### config.mk
export PLATFORM = sky130hd
export DESIGN_NAME = regfile_scoreboard
export DESIGN_NICKNAME = d
export VERILOG_FILES = /design/src/rtl/regfile_pkg.sv /design/src/rtl/busy_scoreboard.sv /design/src/rtl/regfile_scoreboard.sv
export SDC_FILE = /design/constraint.sdc
export NUM_CORES = 1
export LEC_CHECK = 0
export ABC_CLOCK_PERIOD_IN_PS = 4170
export CORE_MARGIN = 5
export CORE_UTILIZATION = 50
export CTS_CLUSTER_SIZE = 10
export DETAILED_ROUTE_END_ITERATION = 10
export PLACE_DENSITY = 0.68
export SYNTH_ARGS = -nofsm -noshare
export SYNTH_HDL_FRONTEND = slang
export SYNTH_SLANG_ARGS = --single-unit
### constraint.sdc
create_clock -name clk -period 4.17 [get_ports clk]
set_input_delay 0.417 -clock clk [delete_from_list [all_inputs] [get_ports clk]]
set_output_delay 0.417 -clock clk [all_outputs]
set_load 0.005 [all_outputs]
### src/rtl/regfile_pkg.sv
`default_nettype none
// ============================================================================
// Module   : regfile_pkg
// Brief    : Shared defaults and port-slicing helpers for regfile_scoreboard.
// Revision : 1.0 - initial release
// ============================================================================
package regfile_pkg;

    localparam int c_DBITS_DEFAULT = 32;
    localparam int c_ABITS_DEFAULT = 4;
    localparam int c_NRD_DEFAULT   = 2;

    // Low bit of port `port` inside a flattened bus of `width`-bit fields.
    function automatic int slice_lo(input int port, input int width);
        return port * width;
    endfunction

endpackage
`default_nettype wire

### src/rtl/busy_scoreboard.sv
`default_nettype none
// ============================================================================
// Module   : busy_scoreboard
// Brief    : Per-register pending bits with a registered population count.
// Revision : 1.0 - initial release
// ============================================================================
module busy_scoreboard
    import regfile_pkg::*;
#(
    parameter int ABITS    = c_ABITS_DEFAULT,
    parameter int ZERO_REG = 1
) (
    input  logic                  clk,
    input  logic                  rst_n,
    input  logic                  i_wr_en,
    input  logic [ABITS-1:0]      i_wr_idx,
    input  logic                  i_claim_en,
    input  logic [ABITS-1:0]      i_claim_idx,
    output logic [(2**ABITS)-1:0] o_busy,
    output logic [ABITS:0]        o_busy_cnt
);

    localparam int c_words = 2**ABITS;

    logic [c_words-1:0] r_busy;
    logic [c_words-1:0] w_busy_nxt;
    logic [ABITS:0]     r_cnt;
    logic [ABITS:0]     w_cnt_nxt;

    // Claim is applied after the write so a same-index claim wins.
    always_comb begin
        w_busy_nxt = r_busy;
        if (i_wr_en) begin
            w_busy_nxt[i_wr_idx] = 1'b0;
        end
        if (i_claim_en) begin
            w_busy_nxt[i_claim_idx] = 1'b1;
        end
        if (ZERO_REG != 0) begin
            w_busy_nxt[0] = 1'b0;
        end
    end

    always_comb begin
        w_cnt_nxt = '0;
        for (int i = 0; i < c_words; i++) begin
            w_cnt_nxt = w_cnt_nxt + {{ABITS{1'b0}}, w_busy_nxt[i]};
        end
    end

    always_ff @(posedge clk or negedge rst_n) begin
        if (!rst_n) begin
            r_busy <= '0;
            r_cnt  <= '0;
        end else begin
            r_busy <= w_busy_nxt;
            r_cnt  <= w_cnt_nxt;
        end
    end

    assign o_busy     = r_busy;
    assign o_busy_cnt = r_cnt;

endmodule
`default_nettype wire

### src/rtl/regfile_scoreboard.sv
`default_nettype none
// ============================================================================
// Module   : regfile_scoreboard
// Brief    : Multi-read-port register file with write bypass and busy tracking.
// Revision : 1.0 - initial release
// ============================================================================
module regfile_scoreboard
    import regfile_pkg::*;
#(
    parameter int DBITS    = c_DBITS_DEFAULT,
    parameter int ABITS    = c_ABITS_DEFAULT,
    parameter int NRD      = c_NRD_DEFAULT,
    parameter int ZERO_REG = 1
) (
    input  logic                 clk,
    input  logic                 rst_n,
    input  logic                 wr_en,
    input  logic [ABITS-1:0]     wr_idx,
    input  logic [DBITS-1:0]     wr_data,
    input  logic [NRD*ABITS-1:0] rd_idx,
    output logic [NRD*DBITS-1:0] rd_data,
    output logic [NRD-1:0]       rd_busy,
    input  logic                 claim_en,
    input  logic [ABITS-1:0]     claim_idx,
    output logic [ABITS:0]       busy_cnt
);

    localparam int c_words = 2**ABITS;

    logic [DBITS-1:0]   r_mem [c_words];
    logic [c_words-1:0] w_busy;
    logic               w_wr_accept;

    assign w_wr_accept = wr_en && !((ZERO_REG != 0) && (wr_idx == '0));

    always_ff @(posedge clk or negedge rst_n) begin
        if (!rst_n) begin
            for (int i = 0; i < c_words; i++) begin
                r_mem[i] <= '0;
            end
        end else if (w_wr_accept) begin
            r_mem[wr_idx] <= wr_data;
        end
    end

    busy_scoreboard #(
        .ABITS    (ABITS),
        .ZERO_REG (ZERO_REG)
    ) u_busy (
        .clk         (clk),
        .rst_n       (rst_n),
        .i_wr_en     (wr_en),
        .i_wr_idx    (wr_idx),
        .i_claim_en  (claim_en),
        .i_claim_idx (claim_idx),
        .o_busy      (w_busy),
        .o_busy_cnt  (busy_cnt)
    );

    // Bypass compares raw wr_en so it stays live while reset is held.
    generate
        for (genvar k = 0; k < NRD; k++) begin : g_rd
            localparam int c_ilo = slice_lo(k, ABITS);
            localparam int c_dlo = slice_lo(k, DBITS);

            logic [ABITS-1:0] w_idx;
            logic             w_zero;
            logic             w_hit;

            assign w_idx  = rd_idx[c_ilo +: ABITS];
            assign w_zero = (ZERO_REG != 0) && (w_idx == '0);
            assign w_hit  = wr_en && (w_idx == wr_idx);

            assign rd_data[c_dlo +: DBITS] = w_zero ? '0      :
                                             w_hit  ? wr_data :
                                                      r_mem[w_idx];
            assign rd_busy[k] = w_busy[w_idx];
        end
    endgenerate

endmodule
`default_nettype wire

Word level (Yosys, flattened, before mapping). Index checks and enable logic that the tools add are counted.

Register bits: 532. Input port bits: 52. Output and inout port bits: 71. Word-level logic and storage cells: 83.

Add/subtract/negate cells: 14. $lt $le $gt $ge: 10. Equality and inequality tests: 2. Multiplexer cells: 23. Bitwise logic cells: 6. Reduce and logical (&&, ||, !) cells: 10.

Operator list (count): 512-bit bitwise mux (1); 32-bit 2-to-1 mux (9); 32-bit binary-select mux with 4-bit select (2); 32-bit demux with 4-bit select (1); 5-bit by 1-bit adder with 5-bit output (13); 16-bit 2-to-1 mux (2); 4-bit by 5-bit less-than comparator with 1-bit output (second input constant) (4); 16-bit AND (1); 16-bit NOT (1); 16-bit bitwise OR (1); 5-bit >= comparator (second input constant) (3); 4-bit NOT with 5-bit output (3); 4-bit zero test (3); 1-bit binary-select mux with 4-bit select (2); 1-bit demux with 4-bit select (2); 4-bit equality test (2); 4-bit by 1-bit >= comparator with 1-bit output (second input constant) (2); 1-bit logical AND (6); 5-bit by 1-bit less-than comparator with 1-bit output (second input constant) (1); 1-bit 2-to-1 mux (4); 1-bit by 1-bit adder with 2-bit output (1); 1-bit zero test (1).

Depth between registers and ports, before layout. Gate-level depths: netlist of the first run.

Depth after elaboration: 23. Mapped depth: 18. Depth with buffers taken out: 16.

Hierarchy. A second synthesis of the first run with hierarchy kept.

Cell total of the unflattened synthesis: 1926. Area total of the unflattened synthesis: 29405.7 µm².

Modules (own cells, without submodules): regfile_scoreboard (times used 1, cells each 1824, area an instance 28293.4 µm², seq. area each 12812.3 µm²); busy_scoreboard (times used 1, cells each 102, area an instance 1112.3 µm², seq. area each 475.5 µm²).

Least setup slack after synthesis of the first run. OpenSTA, ideal clock, no wires.

Path kind: input to register. Start: in wr_idx[2]. End: reg u_busy.r_cnt[4] (netlist: u_busy.o_busy_cnt[4]). Library setup time: 0.119 ns. Arrival time: 4.538 ns. Required time: 4.051 ns. Setup slack: -0.488 ns. Cell stages on the path: 18. Path buffers: 2. Path through: buf_2 -> nor3b_1 -> nand2_1 -> clkbuf_1 -> a22o_1 -> ha_1 -> inv_1 -> fa_1 -> inv_1 -> fa_1 -> inv_1 -> fa_1 -> inv_1 -> fa_1 -> ha_1 -> fa_1 -> a21oi_1 -> nor2b_1.

Cells in the longest elaborated chain, start to end: 23. Elaborated cells between the ends (all ways): 24. Those cells by class: add/sub (14); order compare (2); mux (4); bitwise (3); reduce/logical (1).

RTL lines: start, declared (RTL line regfile_scoreboard.sv:18) `input logic [ABITS-1:0] wr_idx,`; 4-bit by 5-bit less-than comparator with 1-bit output (implied by the code) or 4-bit by 1-bit >= comparator with 1-bit output (tied branches) (RTL line busy_scoreboard.sv:34) `w_busy_nxt[i_wr_idx] = 1'b0;`; 1-bit logical AND (implied by the code) (RTL line busy_scoreboard.sv:34); 1-bit 2-to-1 mux (implied by the code) (RTL line busy_scoreboard.sv:34); 1-bit demux with 4-bit select (*); 16-bit NOT (no line) (*); 16-bit AND (no line) (*); 16-bit 2-to-1 mux (*) (RTL line busy_scoreboard.sv:33) `if (i_wr_en) begin`; 16-bit bitwise OR (no line); 16-bit 2-to-1 mux (*) (RTL line busy_scoreboard.sv:36) `if (i_claim_en) begin`; named net u_busy.w_busy_nxt[1] (RTL line busy_scoreboard.sv:26) `logic [c_words-1:0] w_busy_nxt;`; 1-bit by 1-bit adder with 2-bit output (*) (RTL line busy_scoreboard.sv:47) `w_cnt_nxt = w_cnt_nxt + {{ABITS{1'b0}}, w_busy_nxt[i]};`; 5-bit by 1-bit adder with 5-bit output (*) (13 in series) (RTL line busy_scoreboard.sv:47); named net u_busy.w_cnt_nxt[4] (RTL line busy_scoreboard.sv:28) `logic [ABITS:0] w_cnt_nxt;`; end signal, assigned (RTL line busy_scoreboard.sv:57) `r_cnt <= w_cnt_nxt;`; end, declared (RTL line busy_scoreboard.sv:27) `logic [ABITS:0] r_cnt;`.

The timed path passes the listed nets; every way through them passes the cells marked *. A chain may end at the register's enable or synchronous reset.

Final worst setup path of the first run.
Start: in wr_idx[0]. End: reg u_busy.r_cnt[4] (netlist: u_busy.o_busy_cnt[4]).

Same word-level chain as after synthesis.

==> results.tsv, run 1 <==
stage	metric	value	unit
status	outcome	finished, final reports clean	
clock_network	post-cts-setup-buffers	0	
yosys	synthTopCellsByArea	dfrtp_1, mux4_2, mux2_2	
power	p_leak	13.6	nW
global_route	track_usage	29.2	%
sta	grt_setup_unrepaired	no	
clock_network	worstSkewPairLatency	0.63	ns
placement	placed_area	0.0305	sq mm
sta	relSlewSlack	24.5	%
hold_path	min_path_type	input pin to flip-flop	
placement	dp_hpwl	51800	microns
power	power_density	499	mW/mm^2
floorplanning	ios	123	
clock_network	cts_tree	done	
setup_path	worstSetupPathType	input pin to flip-flop	
setup_path	cp_top_family	adder cells	
cells_and_area	final_area	0.0322	sq mm
global_route	grt_pass1_wl	135000	microns
placement	place.gp.congestion	0.868	
detailed_routing	wl_per_cell	28.8	microns
yosys	netlist_area	0.0282	sq mm
power	finalPower	0.0161	W
floorplanning	floorplan.initialDensity	50.2	%
yosys	async_reset_ff_share	100	%
sta	fin_crit	4.00	ns
job	cap_violations	0	
clock_network	numCtsBuffers	60	
detailed_routing	drtIter0Drc	2095	
setup_path	cpMostUsedCell	inv_1	
cells_and_area	layout-drive-gt1-share	31.6	%
cells_and_area	final_cells	3095	
floorplanning	die_h	247	microns
sta	slew_viol_final	0	
placement	place_inst	3015	
cells_and_area	nets	2389	
detailed_routing	dr.pass1.iters	6	
yosys	synth_edf_count	0	
global_route	overflow	0	
placement	place_ws	-0.571	ns
floorplanning	die-area	0.0612	sq mm
setup_path	cpMaxStageDelayCell	clkdlybuf4s50_1	
setup_path	path_max_fanout	3	
clock_network	cts.sinks	532	
sta	clock.fmax	250	MHz
cells_and_area	multi_input_area	0.0138	sq mm
setup_path	cp_cell_sequence	clkdlybuf4s50_1 -> nor2b_1 -> nand2_2 -> a22o_1 -> ha_1 -> inv_1 -> fa_1 -> inv_1 -> fa_1 -> inv_1 -> fa_1 -> inv_1 -> fa_2 -> ha_2 -> fa_2 -> a21oi_2 -> nor2b_1	
global_route	antenna_found_initial	1	
detailed_routing	routed.top_layer	met4	
detailed_routing	viasPerCell	6.72	
detailed_routing	drt-total-wl	89000	microns
global_route	grt_start_max_net_pins	123	
cells_and_area	area_growth	14.2	%
sta	tightestPinTransition	1.13	ns
power	peakVddDrop	0.896	mV
detailed_routing	wl_met1	35400	microns
global_route	grt_pass1_vias	21700	
yosys	synth_top_area_cell	dfrtp_1	
setup_path	required	4.69	ns
yosys	ys_seq_area_share	47.2	%
clock_network	clk_path_buf_depth	3	
yosys	synth_flop_cell	dfrtp_1	
yosys	synth_cell_types	44	
yosys	synth_cells	2254	
setup_path	arrival	4.53	ns
yosys	syn_avg_cell_area	12.5	sq um
cells_and_area	final_util	57.3	%
sta	setup_slack	0.166	ns
setup_path	cp-start-kind	input pin	
floorplanning	dieWidth	247	microns
yosys	synth.ff_latch_count	532	
placement	placement.io_buffers	122	
sta	finalSetupViolCount	0	
cells_and_area	regArea	0.0133	sq mm
yosys	synth_warnings	0	
yosys	synth_top_cell_area_share	47.2	%
sta	min_period_over_period	96.0	%
detailed_routing	met2_length	41400	microns
setup_path	crit_path_max_incr_delay	0.50	ns
yosys	synth_nets	2321	
clock_network	clk_pin_slew_worst_paths	0.06	ns
clock_network	cts_root_buf	clkbuf_16	
detailed_routing	met3_length	8030	microns
clock_network	cts-htree-levels	2	
detailed_routing	vias	20800	
detailed_routing	final_antenna_net_count	0	
setup_path	cp.buffers_inverters	5	
cells_and_area	fillCellCount	4569	
detailed_routing	drc	0	
floorplanning	core	0.0562	sq mm
setup_path	critPathCaptureType	flip-flop	
sta	clock_skew	0.00686	ns
cells_and_area	diodes	0	
sta	hold_viol	0	
floorplanning	rows	87	
-- state kept, by name (all words and copies together), names as in the netlist --
| name | cells |
|---|---|
| u_busy.o_busy | 15 |
| u_busy.o_busy_cnt | 5 |
| r_mem | 512 |
-- worst reg2reg max path, delay by kind of cell (launching register included) --
kind	cells	cell delay [ns]
AND/OR/NAND/NOR	1	0.05
buffers and inverters	4	0.22
AO/OA/AOI/OAI	2	0.35
flip-flops	1	0.40
adder cells (fa/ha/maj)	7	2.67
-- report_power, final --
group | leakage [nW] | switching (W) | internal, W | total [W]
Clock | 0.792 | 0.00205 | 0.00261 | 0.00466
Sequential | 6.69 | 0.000821 | 0.00626 | 0.00708
Combinational | 6.11 | 0.00186 | 0.00245 | 0.00431
-- cells in the final DEF, fill, tap and decap left out, types with 7 or more instances in the layout --
cell type	instances
inv_1	50
o32ai_1	33
mux4_2	233
nor2_1	39
nand2_2	9
a22o_1	101
o22ai_1	32
o21ai_1	16
buf_12	17
clkbuf_16	60
buf_4	96
dfrtp_1	532
mux2_2	285
clkbuf_1	14
nor2_4	7
clkdlybuf4s50_1	112
nand2_1	240
o21ai_0	342
fa_1	7
xnor2_1	7
a22oi_1	33
-- routing by layer --
| layer | GRT usage, % | vias up |
|---|---|---|
| met1 | 40.1 | 10800 |
| li1 | - | 8552 |
| met3 | 6.45 | 279 |
| met4 | 11.9 | 0 |
| met5 | 0 | - |
| met2 | 45.6 | 1146 |
-- cell type report --
type	count	area share, %
Clock inverter	3	0.140
Sequential cell	532	41.4
Clock buffer	76	4.91
Inverter	51	0.595
Multi-Input combinational cell	1443	43.0
Timing Repair Buffer	234	7.10
Tap cell	756	2.94
-- cell families after synthesis --
logic type	after synthesis	synth area share, %
fa+ha+maj	15	0.905
flops	532	47.2
compound gates	568	12.4
mux	521	30.1
simple gates	330	4.74
xor+xnor	9	0.280
buf+inv	279	4.35
-- synth_stat cells (3+ instances only) --
library cell	count
a21oi_1	4
a22o_1	101
a22oi_1	33
a32o_1	3
and3_1	3
buf_1	16
buf_2	73
buf_4	4
buf_6	8
clkbuf_1	126
dfrtp_1	532
fa_1	9
ha_1	6
inv_1	51
mux2_2	285
mux4_2	233
nand2_1	249
nand2b_1	3
nand3_1	3
nor2_1	44
nor2b_1	10
nor3_1	3
o21ai_0	343
o21ai_1	15
o22ai_1	32
o32ai_1	33
or2_2	3
xnor2_1	7
-- timing repair --
| action | CTS | global route |
|---|---|---|
| resized for setup | 0 | 4 |
| hold buffers | 1 | 0 |
| setup endpoints to repair | 0 | 4 |
| hold endpoints to repair | 111 | 0 |
-- stage by stage --
step	hold WS [ns]	TNS (ns)
final	0.304	0
after detailed placement	0.383	-2.39
after floorplan	0.121	-0.268
after CTS	0.396	0
after global placement	0.376	-2.11
after global routing	0.309	0
-- path summary, 6_finish.rpt --
| kind | start | slack, ns | end | cells after the start |
|---|---|---|---|---|
| max | wr_idx[0] | 0.17 | u_busy.o_busy_cnt[4] | 17 |
| min | wr_idx[2] | 0.30 | u_busy.o_busy[2] | 4 |
| max reg2reg | u_busy.o_busy[2] | 0.37 | u_busy.o_busy_cnt[4] | 14 |
| min reg2reg | r_mem[499] | 0.39 | r_mem[499] | 0 |
| max in group asynchronous | rst_n | 2.50 | r_mem[232] | 3 |
| min in group asynchronous | rst_n | 0.47 | u_busy.o_busy_cnt[0] | 2 |
Note: power is estimated with default switching activity, not from simulation.
==> run 2, diff against run 1 <==
--- a/config.mk
+++ b/config.mk
@@ -10,6 +10,7 @@
 export CORE_UTILIZATION = 50
 export CTS_CLUSTER_SIZE = 10
 export DETAILED_ROUTE_END_ITERATION = 10
+export GPL_ROUTABILITY_DRIVEN = 0
 export PLACE_DENSITY = 0.68
 export SYNTH_ARGS = -nofsm -noshare
 export SYNTH_HDL_FRONTEND = slang
==> run 2 against run 1 <==
  * Clock power shrank 0.9%
  * Die area unchanged
  * Core utilization shrank 0.058 points
  * Total power fell by 0.21%
  * Sequential share of layout area barely moved
  * Flip-flop and latch count did not move
  * Via count barely moved
  * Critical path type unchanged
  * Critical endpoint unchanged
  * Largest cell class unchanged
  * Largest power group unchanged
==> results.tsv, run 2 (synthesis results as in run 1) <==
stage	metric	value	unit	change
cells_and_area	layout-drive-gt1-share	31.6	%	about the same
detailed_routing	drc	0		unchanged
clock_network	clk_path_buf_depth	3		unchanged
clock_network	cts.sinks	532		unchanged
detailed_routing	drtIter0Drc	2307		+10%
sta	clock_skew	0.00248	ns	-0.00437 ns
setup_path	arrival	4.43	ns	-0.10 ns
setup_path	critPathCaptureType	flip-flop		
global_route	grt_pass1_vias	21900		+0.99%
clock_network	worstSkewPairLatency	0.61	ns	-0.02 ns
setup_path	worstSetupPathType	input pin to flip-flop		
cells_and_area	mostFrequentLayoutCell	dfrtp_1		
sta	grt_setup_unrepaired	no		
cells_and_area	final_util	57.3	%	-0.058 points
setup_path	cp-start-kind	input pin		
sta	slew_viol_final	0		unchanged
floorplanning	dieWidth	247	microns	unchanged
hold_path	min_path_type	input pin to flip-flop		
cells_and_area	diodes	0		unchanged
power	peakVddDrop	0.645	mV	-28%
sta	hold_viol	0		unchanged
cells_and_area	multi_input_area	0.0138	sq mm	+0.13%
cells_and_area	largest_register	r_mem		
floorplanning	rows	87		unchanged
sta	finalSetupViolCount	0		unchanged
floorplanning	ios	123		unchanged
cells_and_area	final_cell_mix	dfrtp_1, o21ai_0, mux2_2		
detailed_routing	wl_per_cell	29.1	microns	+1.2%
sta	clock.fmax	255	MHz	+1.9%
sta	fin_crit	3.93	ns	-0.0755 ns
global_route	antenna_found_initial	1		unchanged
global_route	overflow	0		unchanged
clock_network	clk_pin_slew_worst_paths	0.06	ns	about the same
floorplanning	core	0.0562	sq mm	unchanged
global_route	grt_start_max_net_pins	119		-3.3%
global_route	track_usage	29.5	%	+0.36 points
sta	tightestPinTransition	1.11	ns	-0.0190 ns
placement	dp_hpwl	51900	microns	+0.35%
floorplanning	die-area	0.0612	sq mm	unchanged
floorplanning	floorplan.initialDensity	50.2	%	unchanged
status	outcome	finished, final reports clean		
sta	min_period_over_period	94.2	%	-1.8 points
setup_path	required	4.67	ns	-0.02 ns
detailed_routing	drt-total-wl	90000	microns	+1.1%
cells_and_area	area_growth	14.1	%	
clock_network	cts-htree-levels	2		unchanged
power	p_leak	13.6	nW	about the same
floorplanning	die_h	247	microns	unchanged
cells_and_area	nets	2386		-0.13%
setup_path	path_max_fanout	2		-1
cells_and_area	largest_register_ffs	512		unchanged
clock_network	cts_tree	done		
clock_network	post-cts-setup-buffers	0		unchanged
power	power_density	498	mW/mm^2	-0.11%
detailed_routing	final_antenna_net_count	0		unchanged
clock_network	numCtsBuffers	60		unchanged
clock_network	cts_root_buf	clkbuf_16		
detailed_routing	viasPerCell	6.73		+0.18%
detailed_routing	vias	20800		+0.048%
setup_path	ff2ff_setup_slack	0.33	ns	-0.04 ns
cells_and_area	regArea	0.0133	sq mm	unchanged
placement	placement.io_buffers	122		unchanged
placement	place_ws	-0.562	ns	+0.00888 ns
detailed_routing	dr.pass1.iters	5		-1
cells_and_area	fillCellCount	4609		+0.88%
sta	relSlewSlack	25.8	%	+1.3 points
job	cap_violations	0		unchanged
sta	setup_slack	0.241	ns	+0.0755 ns
global_route	grt_pass1_wl	137000	microns	+0.94%
run 2: critical path, cell delays in order:
cell,delay [ns]
clkdlybuf4s50_1,0.48
and3b_1,0.21
a22o_1,0.23
ha_1,0.28
inv_1,0.05
fa_1,0.48
inv_1,0.05
fa_1,0.48
inv_1,0.06
fa_2,0.51
inv_1,0.05
fa_2,0.40
ha_2,0.20
fa_2,0.37
a21oi_2,0.13
nor2b_1,0.05
run 2: timing repair:
item,in CTS,in global routing
endpoints found under the hold margin,85,0
hold buffers,1,0
gates resized for setup,0,11
endpoints found under the setup margin,0,4
run 2: per-stage QoR:
| step | cell area [sq um] | power, W | hold WS (ns) | std cells | setup TNS, ns |
|---|---|---|---|---|---|
| 2_1_floorplan | 28200 | 0.00987 | 0.121 | 2254 | -0.268 |
| 3_3_place_gp | 30500 | 0.0112 | 0.377 | 3012 | -2.14 |
| 3_5_place_dp | 30500 | 0.0115 | 0.384 | 3012 | -2.36 |
| 4_1_cts | 32100 | 0.0161 | 0.396 | 3091 | 0 |
| 5_1_grt | 32200 | 0.0169 | 0.312 | 3091 | 0 |
| 6_report | 32200 | 0.0160 | 0.282 | 3091 | 0 |
run 2: final cells by class:
cell class	count	share of cell area [%]
clock buffers	76	4.92
well taps	756	2.94
clock inverters	2	0.0778
multi-input cells	1443	43.1
flip-flops and latches	532	41.4
repair buffers	231	7.02
inverters	51	0.595
run 2: report_power, final:
| part | internal, W | switching [W] |
|---|---|---|
| registers | 0.00626 | 0.000835 |
| logic | 0.00245 | 0.00186 |
| clock network | 0.00260 | 0.00202 |
run 2: worst paths after layout:
kind | to | from | cells after the start
max | u_busy.o_busy_cnt[4] | claim_idx[0] | 16
min | u_busy.o_busy[2] | wr_idx[0] | 4
max reg2reg | u_busy.o_busy_cnt[4] | u_busy.o_busy[2] | 14
min reg2reg | r_mem[491] | r_mem[491] | 0
max in group asynchronous | r_mem[239] | rst_n | 3
min in group asynchronous | u_busy.o_busy_cnt[4] | rst_n | 2
run 2: metal layers:
layer  vias to the layer above  wire, microns  track usage [%]
li1                       8533              -                -
met1                     10700          34400             39.6
met2                      1244          42300             46.6
met3                       327           8580             6.35
met4                         2           4680             13.8
met5                         -             13                0
